<file path="config.mk">
export PLATFORM = sky130hd
export DESIGN_NAME = clock_display_scanner
export DESIGN_NICKNAME = d
export VERILOG_FILES = /design/src/rtl/clock_display_scanner_pkg.sv /design/src/rtl/seg7_decode.sv /design/src/rtl/clock_display_scanner.sv
export SDC_FILE = /design/constraint.sdc
export NUM_CORES = 1
export LEC_CHECK = 0
export CAP_MARGIN = 20
export CORE_MARGIN = 1.5
export CORE_UTILIZATION = 39
export CTS_BUF_LIST = sky130_fd_sc_hd__clkbuf_8
export CTS_CLUSTER_DIAMETER = 100
export CTS_CLUSTER_SIZE = 10
export DETAILED_ROUTE_END_ITERATION = 10
export HOLD_SLACK_MARGIN = 0.12
export PLACE_DENSITY_LB_ADDON = 0.12
export REMOVE_ABC_BUFFERS = 1
export SETUP_SLACK_MARGIN = 0.05
export SYNTH_ARGS = -nofsm -noshare
export SYNTH_HDL_FRONTEND = slang
export SYNTH_HIERARCHICAL = 1
export SYNTH_SLANG_ARGS = --single-unit
</file>
<file path="constraint.sdc">
create_clock -name clock -period 5.7 [get_ports clock]
set_clock_uncertainty 0.05 [all_clocks]
set_input_delay 0.855 -clock clock [delete_from_list [all_inputs] [get_ports clock]]
set_output_delay 0.855 -clock clock [all_outputs]
set_load 0.1 [all_outputs]
</file>
<file path="src/rtl/clock_display_scanner_pkg.sv">
// rtl/clock_display_scanner_pkg.sv - shared constants and BCD helper for the HH:MM:SS display scanner
// Contents: segment codes {g,f,e,d,c,b,a}, digit count, field limits,
//           bcd_split() compare/subtract binary-to-BCD for values 0..69.
package clock_display_scanner_pkg;

  localparam logic [6:0] SEG_0    = 7'h3F;
  localparam logic [6:0] SEG_1    = 7'h06;
  localparam logic [6:0] SEG_2    = 7'h5B;
  localparam logic [6:0] SEG_3    = 7'h4F;
  localparam logic [6:0] SEG_4    = 7'h66;
  localparam logic [6:0] SEG_5    = 7'h6D;
  localparam logic [6:0] SEG_6    = 7'h7D;
  localparam logic [6:0] SEG_7    = 7'h07;
  localparam logic [6:0] SEG_8    = 7'h7F;
  localparam logic [6:0] SEG_9    = 7'h6F;
  localparam logic [6:0] SEG_DASH = 7'h40;
  localparam logic [6:0] SEG_OFF  = 7'h00;

  // Digit code the decoder renders as a dash.
  localparam logic [3:0] BCD_DASH = 4'hF;

  localparam int NUM_DIGITS = 6;
  localparam int MAX_HOUR   = 23;
  localparam int MAX_MINSEC = 59;

  // Returns {tens, units}. Subtracting 40, 20, 10 in turn covers every
  // in-range field value without a divider.
  function automatic logic [7:0] bcd_split(input logic [6:0] v);
    logic [6:0] r;
    logic [3:0] t;
    r = v;
    t = 4'd0;
    if (r >= 7'd40) begin
      r = r - 7'd40;
      t = t + 4'd4;
    end
    if (r >= 7'd20) begin
      r = r - 7'd20;
      t = t + 4'd2;
    end
    if (r >= 7'd10) begin
      r = r - 7'd10;
      t = t + 4'd1;
    end
    return {t, 4'(r)};
  endfunction

endpackage

</file>
<file path="src/rtl/seg7_decode.sv">
// rtl/seg7_decode.sv - combinational BCD digit to 7-segment decoder
// Ports: bcd in [3:0] digit (0..9, 4'hF = dash); seg out [6:0] {g,f,e,d,c,b,a}, active-high.
module seg7_decode
  import clock_display_scanner_pkg::*;
(
  input  logic [3:0] bcd,
  output logic [6:0] seg
);

  always_comb begin
    seg = SEG_OFF;
    case (bcd)
      4'd0:     seg = SEG_0;
      4'd1:     seg = SEG_1;
      4'd2:     seg = SEG_2;
      4'd3:     seg = SEG_3;
      4'd4:     seg = SEG_4;
      4'd5:     seg = SEG_5;
      4'd6:     seg = SEG_6;
      4'd7:     seg = SEG_7;
      4'd8:     seg = SEG_8;
      4'd9:     seg = SEG_9;
      BCD_DASH: seg = SEG_DASH;
      default:  seg = SEG_OFF;
    endcase
  end

endmodule

</file>
<file path="src/rtl/clock_display_scanner.sv">
// rtl/clock_display_scanner.sv - snapshots HOUR/MIN/SEC and scans them onto a 6-digit 7-segment display
// Ports: clock, reset (async active-low), enable (scan enable), load (snapshot strobe),
//        blank_lz (blank zero hour tens), HOUR[4:0], MIN/SEC[BITS-1:0] binary inputs,
//        SEG[6:0] segments, DIG[5:0] one-hot digit ([0]=sec units), frame_done pulse.
module clock_display_scanner
  import clock_display_scanner_pkg::*;
#(
  parameter int BITS     = 6,
  parameter int SCAN_DIV = 1000,
  parameter int DIV_W    = 16
) (
  input  logic            clock,
  input  logic            reset,
  input  logic            enable,
  input  logic            load,
  input  logic            blank_lz,
  input  logic [4:0]      HOUR,
  input  logic [BITS-1:0] MIN,
  input  logic [BITS-1:0] SEC,
  output logic [6:0]      SEG,
  output logic [5:0]      DIG,
  output logic            frame_done
);

  localparam logic [DIV_W-1:0] PRESC_LAST = DIV_W'(SCAN_DIV - 1);
  localparam logic [2:0]       IDX_LAST   = 3'(NUM_DIGITS - 1);
  localparam logic [4:0]       HOUR_MAX   = 5'(MAX_HOUR);
  localparam logic [BITS-1:0]  MINSEC_MAX = BITS'(MAX_MINSEC);

  logic [DIV_W-1:0] presc_q, presc_d;
  logic [2:0]       idx_q, idx_d;
  logic [4:0]       pend_hour_q, pend_hour_d;
  logic [BITS-1:0]  pend_min_q, pend_min_d;
  logic [BITS-1:0]  pend_sec_q, pend_sec_d;
  logic [4:0]       shown_hour_q, shown_hour_d;
  logic [BITS-1:0]  shown_min_q, shown_min_d;
  logic [BITS-1:0]  shown_sec_q, shown_sec_d;
  logic [6:0]       seg_q, seg_d;
  logic [5:0]       dig_q, dig_d;
  logic             frame_done_q, frame_done_d;

  logic       terminal;
  logic       boundary;
  logic       hour_ok, min_ok, sec_ok;
  logic [7:0] hour_bcd, min_bcd, sec_bcd;
  logic [3:0] digit;
  logic       blank;
  logic [6:0] dec_seg;

  seg7_decode u_dec (
    .bcd (digit),
    .seg (dec_seg)
  );

  always_comb begin
    terminal = enable && (presc_q == PRESC_LAST);
    boundary = terminal && (idx_q == IDX_LAST);

    // Prescaler and digit index freeze while disabled.
    presc_d = presc_q;
    idx_d   = idx_q;
    if (enable) begin
      if (terminal) begin
        presc_d = '0;
        idx_d   = (idx_q == IDX_LAST) ? 3'd0 : idx_q + 3'd1;
      end else begin
        presc_d = presc_q + 1'b1;
      end
    end

    pend_hour_d = load ? HOUR : pend_hour_q;
    pend_min_d  = load ? MIN  : pend_min_q;
    pend_sec_d  = load ? SEC  : pend_sec_q;

    // pend_*_d already carries a same-edge load, so a load on the boundary
    // edge reaches the shown snapshot directly.
    shown_hour_d = boundary ? pend_hour_d : shown_hour_q;
    shown_min_d  = boundary ? pend_min_d  : shown_min_q;
    shown_sec_d  = boundary ? pend_sec_d  : shown_sec_q;

    hour_ok  = shown_hour_q <= HOUR_MAX;
    min_ok   = shown_min_q  <= MINSEC_MAX;
    sec_ok   = shown_sec_q  <= MINSEC_MAX;
    hour_bcd = bcd_split(7'(shown_hour_q));
    min_bcd  = bcd_split(7'(shown_min_q));
    sec_bcd  = bcd_split(7'(shown_sec_q));

    digit = BCD_DASH;
    case (idx_q)
      3'd0:    digit = sec_ok  ? sec_bcd[3:0]  : BCD_DASH;
      3'd1:    digit = sec_ok  ? sec_bcd[7:4]  : BCD_DASH;
      3'd2:    digit = min_ok  ? min_bcd[3:0]  : BCD_DASH;
      3'd3:    digit = min_ok  ? min_bcd[7:4]  : BCD_DASH;
      3'd4:    digit = hour_ok ? hour_bcd[3:0] : BCD_DASH;
      3'd5:    digit = hour_ok ? hour_bcd[7:4] : BCD_DASH;
      default: digit = BCD_DASH;
    endcase

    // Only a real zero is blanked; an out-of-range hour keeps its dash.
    blank = blank_lz && (idx_q == IDX_LAST) && hour_ok && (hour_bcd[7:4] == 4'd0);

    seg_d        = (enable && !blank) ? dec_seg : SEG_OFF;
    dig_d        = enable ? (6'b1 << idx_q) : 6'b0;
    frame_done_d = boundary;
  end

  always_ff @(posedge clock or negedge reset) begin
    if (!reset) begin
      presc_q      <= '0;
      idx_q        <= 3'd0;
      pend_hour_q  <= '0;
      pend_min_q   <= '0;
      pend_sec_q   <= '0;
      shown_hour_q <= '0;
      shown_min_q  <= '0;
      shown_sec_q  <= '0;
      seg_q        <= SEG_OFF;
      dig_q        <= 6'b0;
      frame_done_q <= 1'b0;
    end else begin
      presc_q      <= presc_d;
      idx_q        <= idx_d;
      pend_hour_q  <= pend_hour_d;
      pend_min_q   <= pend_min_d;
      pend_sec_q   <= pend_sec_d;
      shown_hour_q <= shown_hour_d;
      shown_min_q  <= shown_min_d;
      shown_sec_q  <= shown_sec_d;
      seg_q        <= seg_d;
      dig_q        <= dig_d;
      frame_done_q <= frame_done_d;
    end
  end

  assign SEG        = seg_q;
  assign DIG        = dig_q;
  assign frame_done = frame_done_q;

endmodule
</file>
==> metrics <==
final net count 509; Slew Limit Headroom 35.2%; Crit path buffers/inverters 3; total CTS buffers 9; Slew Limit Fails 0; 1st-pass router iterations 5; Clock power frac 34.5%; arrival time worst endpoint 4.67 ns; Post-CTS Setup Bufs 0; Pint 716 uW; Reg2Reg Depth 22; count leader, synth dfrtp_1; fmax 223 MHz; FF+latch area 0.00168 mm2; post-layout min period 4.48 ns; top cells by count, synth dfrtp_1, nand2_1, o21ai_0; Min-Delay Path Class register to register; CP max FO 10; vias 3299; Pwr Density 203 mW/mm2; core footprint 0.0103 mm2; I/O pins 36; share of cells above drive strength 1 13.3%; pin count of the biggest net entering global routing 68; area of the multi-input gates 0.00226 mm2; maximum VDD drop 0.0000959 V; antenna violations before repair 0; combinational power share 10.2%; NetSw 246 uW; WP depth 22; # DRC 0; Final period util 78.5%; Post-Route WL 8640 um; syn avg cell area 9.51 um2; initial DRC count 174; routability cong. 0.857; asr flop ratio synth 100%; grt met3 use 3.43%; post_cts resized 0; Max clock buf depth 2; Sw Ratio 25.6%; I/O Buffers 35; max-cap violations 0; Netlist cell types 76; critical path cell sequence inv_1, ha_1, inv_1, ha_1, and2_1, o221ai_1, a21oi_1, nor2_1, nor2_1, ha_1, nand2_1, a2111oi_2, o221ai_1, or3_1, a21boi_1, o211ai_1, inv_1, ha_1, nor2_1, o21ai_2, o21ai_0, and2_1; Initial Utilization 40.2%; gr ovfl total 0; Hold Vio Cnt, Final 0; met1 Usage GRT 21.7%; slowest stage delay, CP 0.50 ns; final total power 962 uW; static leakage 2.05 nW; filler instances 1016; vias in the first global route 3179; synthesized instance count 436; drt wl/cell 14.2 um; Top delay family on crit path compound AO/OA/AOI/OAI gates; most frequent cell on the critical path ha_1; CP Data Required Time 5.89 ns; clock tree from TritonCTS done; worst skew pair latency 0.35 ns; EDFF count, synth 0; row cnt 37; flip-flop and latch count after synthesis 67; Die ar. 0.0113 mm2; met2 usage 26.9%; crit end category register; clock root buffer clkbuf_8; Top FF cell, synth dfrtp_1; Routed Antenna Nets 0; kind of critical path register to register; sequential share of power 55.3%; Synth area leaders dfrtp_1, mux2_2, ha_1, nand2_1, o21ai_0; Syn. warnings 6; unrepaired setup endpoints after global routing no; Seq/Total Area, Yosys 40.4%; top-area cell type share of the netlist area 40.4%; actual slew at the worst max-slew pin 0.968 ns; grt peak-use layer met2; synthesis-to-finish area growth 14.1%; CP max stage cell dfrtp_1; gr usage total 16.8%; Chip Width 106 um; H-Tree Depth 3; setup TNS 0 ns; Sink Count 67; type of origin of the critical path register; hold buffers post-CTS 0; hold-critical path depth 1; ANT cells 0; mapped cell area 0.00415 mm2; # setup viols final 0; first-pass GRT wire length 15100 um; Worst-path clk slew 0.07 ns; area leader, netlist dfrtp_1; status completed; die height 106 um; Vias/cell 5.43; DP HPWL 6180 um
## power groups by stage
| stage | logic (mW) | registers (mW) | clock network (mW) |
|---|---|---|---|
| global placement | 0.0986 | 0.540 | 0 |
| detailed placement | 0.100 | 0.540 | 0 |
| floorplan | 0.0482 | 0.548 | 0 |
| finish | 0.0978 | 0.532 | 0.332 |
| global route | 0.108 | 0.537 | 0.366 |
| CTS | 0.100 | 0.532 | 0.347 |
## routing by layer
layer	wire length, um	share of wire (%)
met1	4060	47
met2	4090	47
met3	272	3.1
met4	218	2.5
met5	0	0
## worst register-to-register path: stages, from the launching register on
cell and delay (ns):
dfrtp_1 0.50, inv_1 0.10, ha_1 0.20, inv_1 0.05, ha_1 0.33, and2_1 0.20
o221ai_1 0.22, a21oi_1 0.20, nor2_1 0.07, nor2_1 0.13, ha_1 0.25, nand2_1 0.09
a2111oi_2 0.21, o221ai_1 0.25, or3_1 0.36, a21boi_1 0.18, o211ai_1 0.23, inv_1 0.19
ha_1 0.17, nor2_1 0.05, o21ai_2 0.12, o21ai_0 0.08, and2_1 0.13
## state kept, by name, indices dropped and copies added (netlist names), 5 cells and up
register / count
DIG: 6
SEG: 7
pend_hour_q: 5
pend_min_q: 6
pend_sec_q: 6
presc_q: 16
shown_hour_q: 5
shown_min_q: 6
shown_sec_q: 6
## cell usage in the layout (no fill, tap or decap), types with 11 or more instances in the layout
cell type and count:
clkdlybuf4s50_1 34, o21ai_0 28, mux2_2 22, dfrtp_1 67
ha_1 19, nor3_1 11, xnor2_1 11, inv_1 29
a21oi_1 18, nor2_1 27, and2_1 12, nand2_1 42
## area by class of cell
type	instances	area share [%]
clock buffers	10	2.91
clock inverters	5	0.476
inverters	29	2.35
multi-input cells	324	47.6
flip-flops and latches	67	35.4
well taps	136	3.59
repair buffers	37	7.61
## cell families (layout without fill, tap and decap cells)
group	after synthesis	count (layout)	share of synthesized area (%)
DFF	67	67	40.4
muxes	24	24	6.46
AOI/OAI and AO/OA	104	104	17.5
and+or+nand+nor	156	156	20.3
xor gates and xnor gates	21	21	4.43
adders and majority gates	19	19	5.73
buffers and inverters	45	81	5.19
## per-stage QoR
stage	instances	util [%]	cell area, um2	hold WS (ns)	setup WS, ns
2_1_floorplan	420	-	4040	0.419	1.80
3_3_place_gp	593	44.3	4570	0.431	1.44
3_5_place_dp	593	44.3	4570	0.435	1.25
4_1_cts	608	45.9	4730	0.451	1.25
5_1_grt	608	45.9	4730	0.464	0.615
6_report	608	45.9	4730	0.446	1.22
## final timing paths
check | from | endpoint | slack (ns)
min in group asynchronous | reset | pend_sec_q[4] | 0.63
max in group asynchronous | reset | presc_q[9] | 4.40
hold / removal | pend_sec_q[2] | pend_sec_q[2] | 0.45
hold reg to reg | pend_sec_q[2] | pend_sec_q[2] | 0.45
setup / recovery | shown_min_q[3] | SEG[0] | 1.22
setup reg to reg | shown_min_q[3] | SEG[0] | 1.22
No activity file was read; power rests on OpenSTA's default activity.
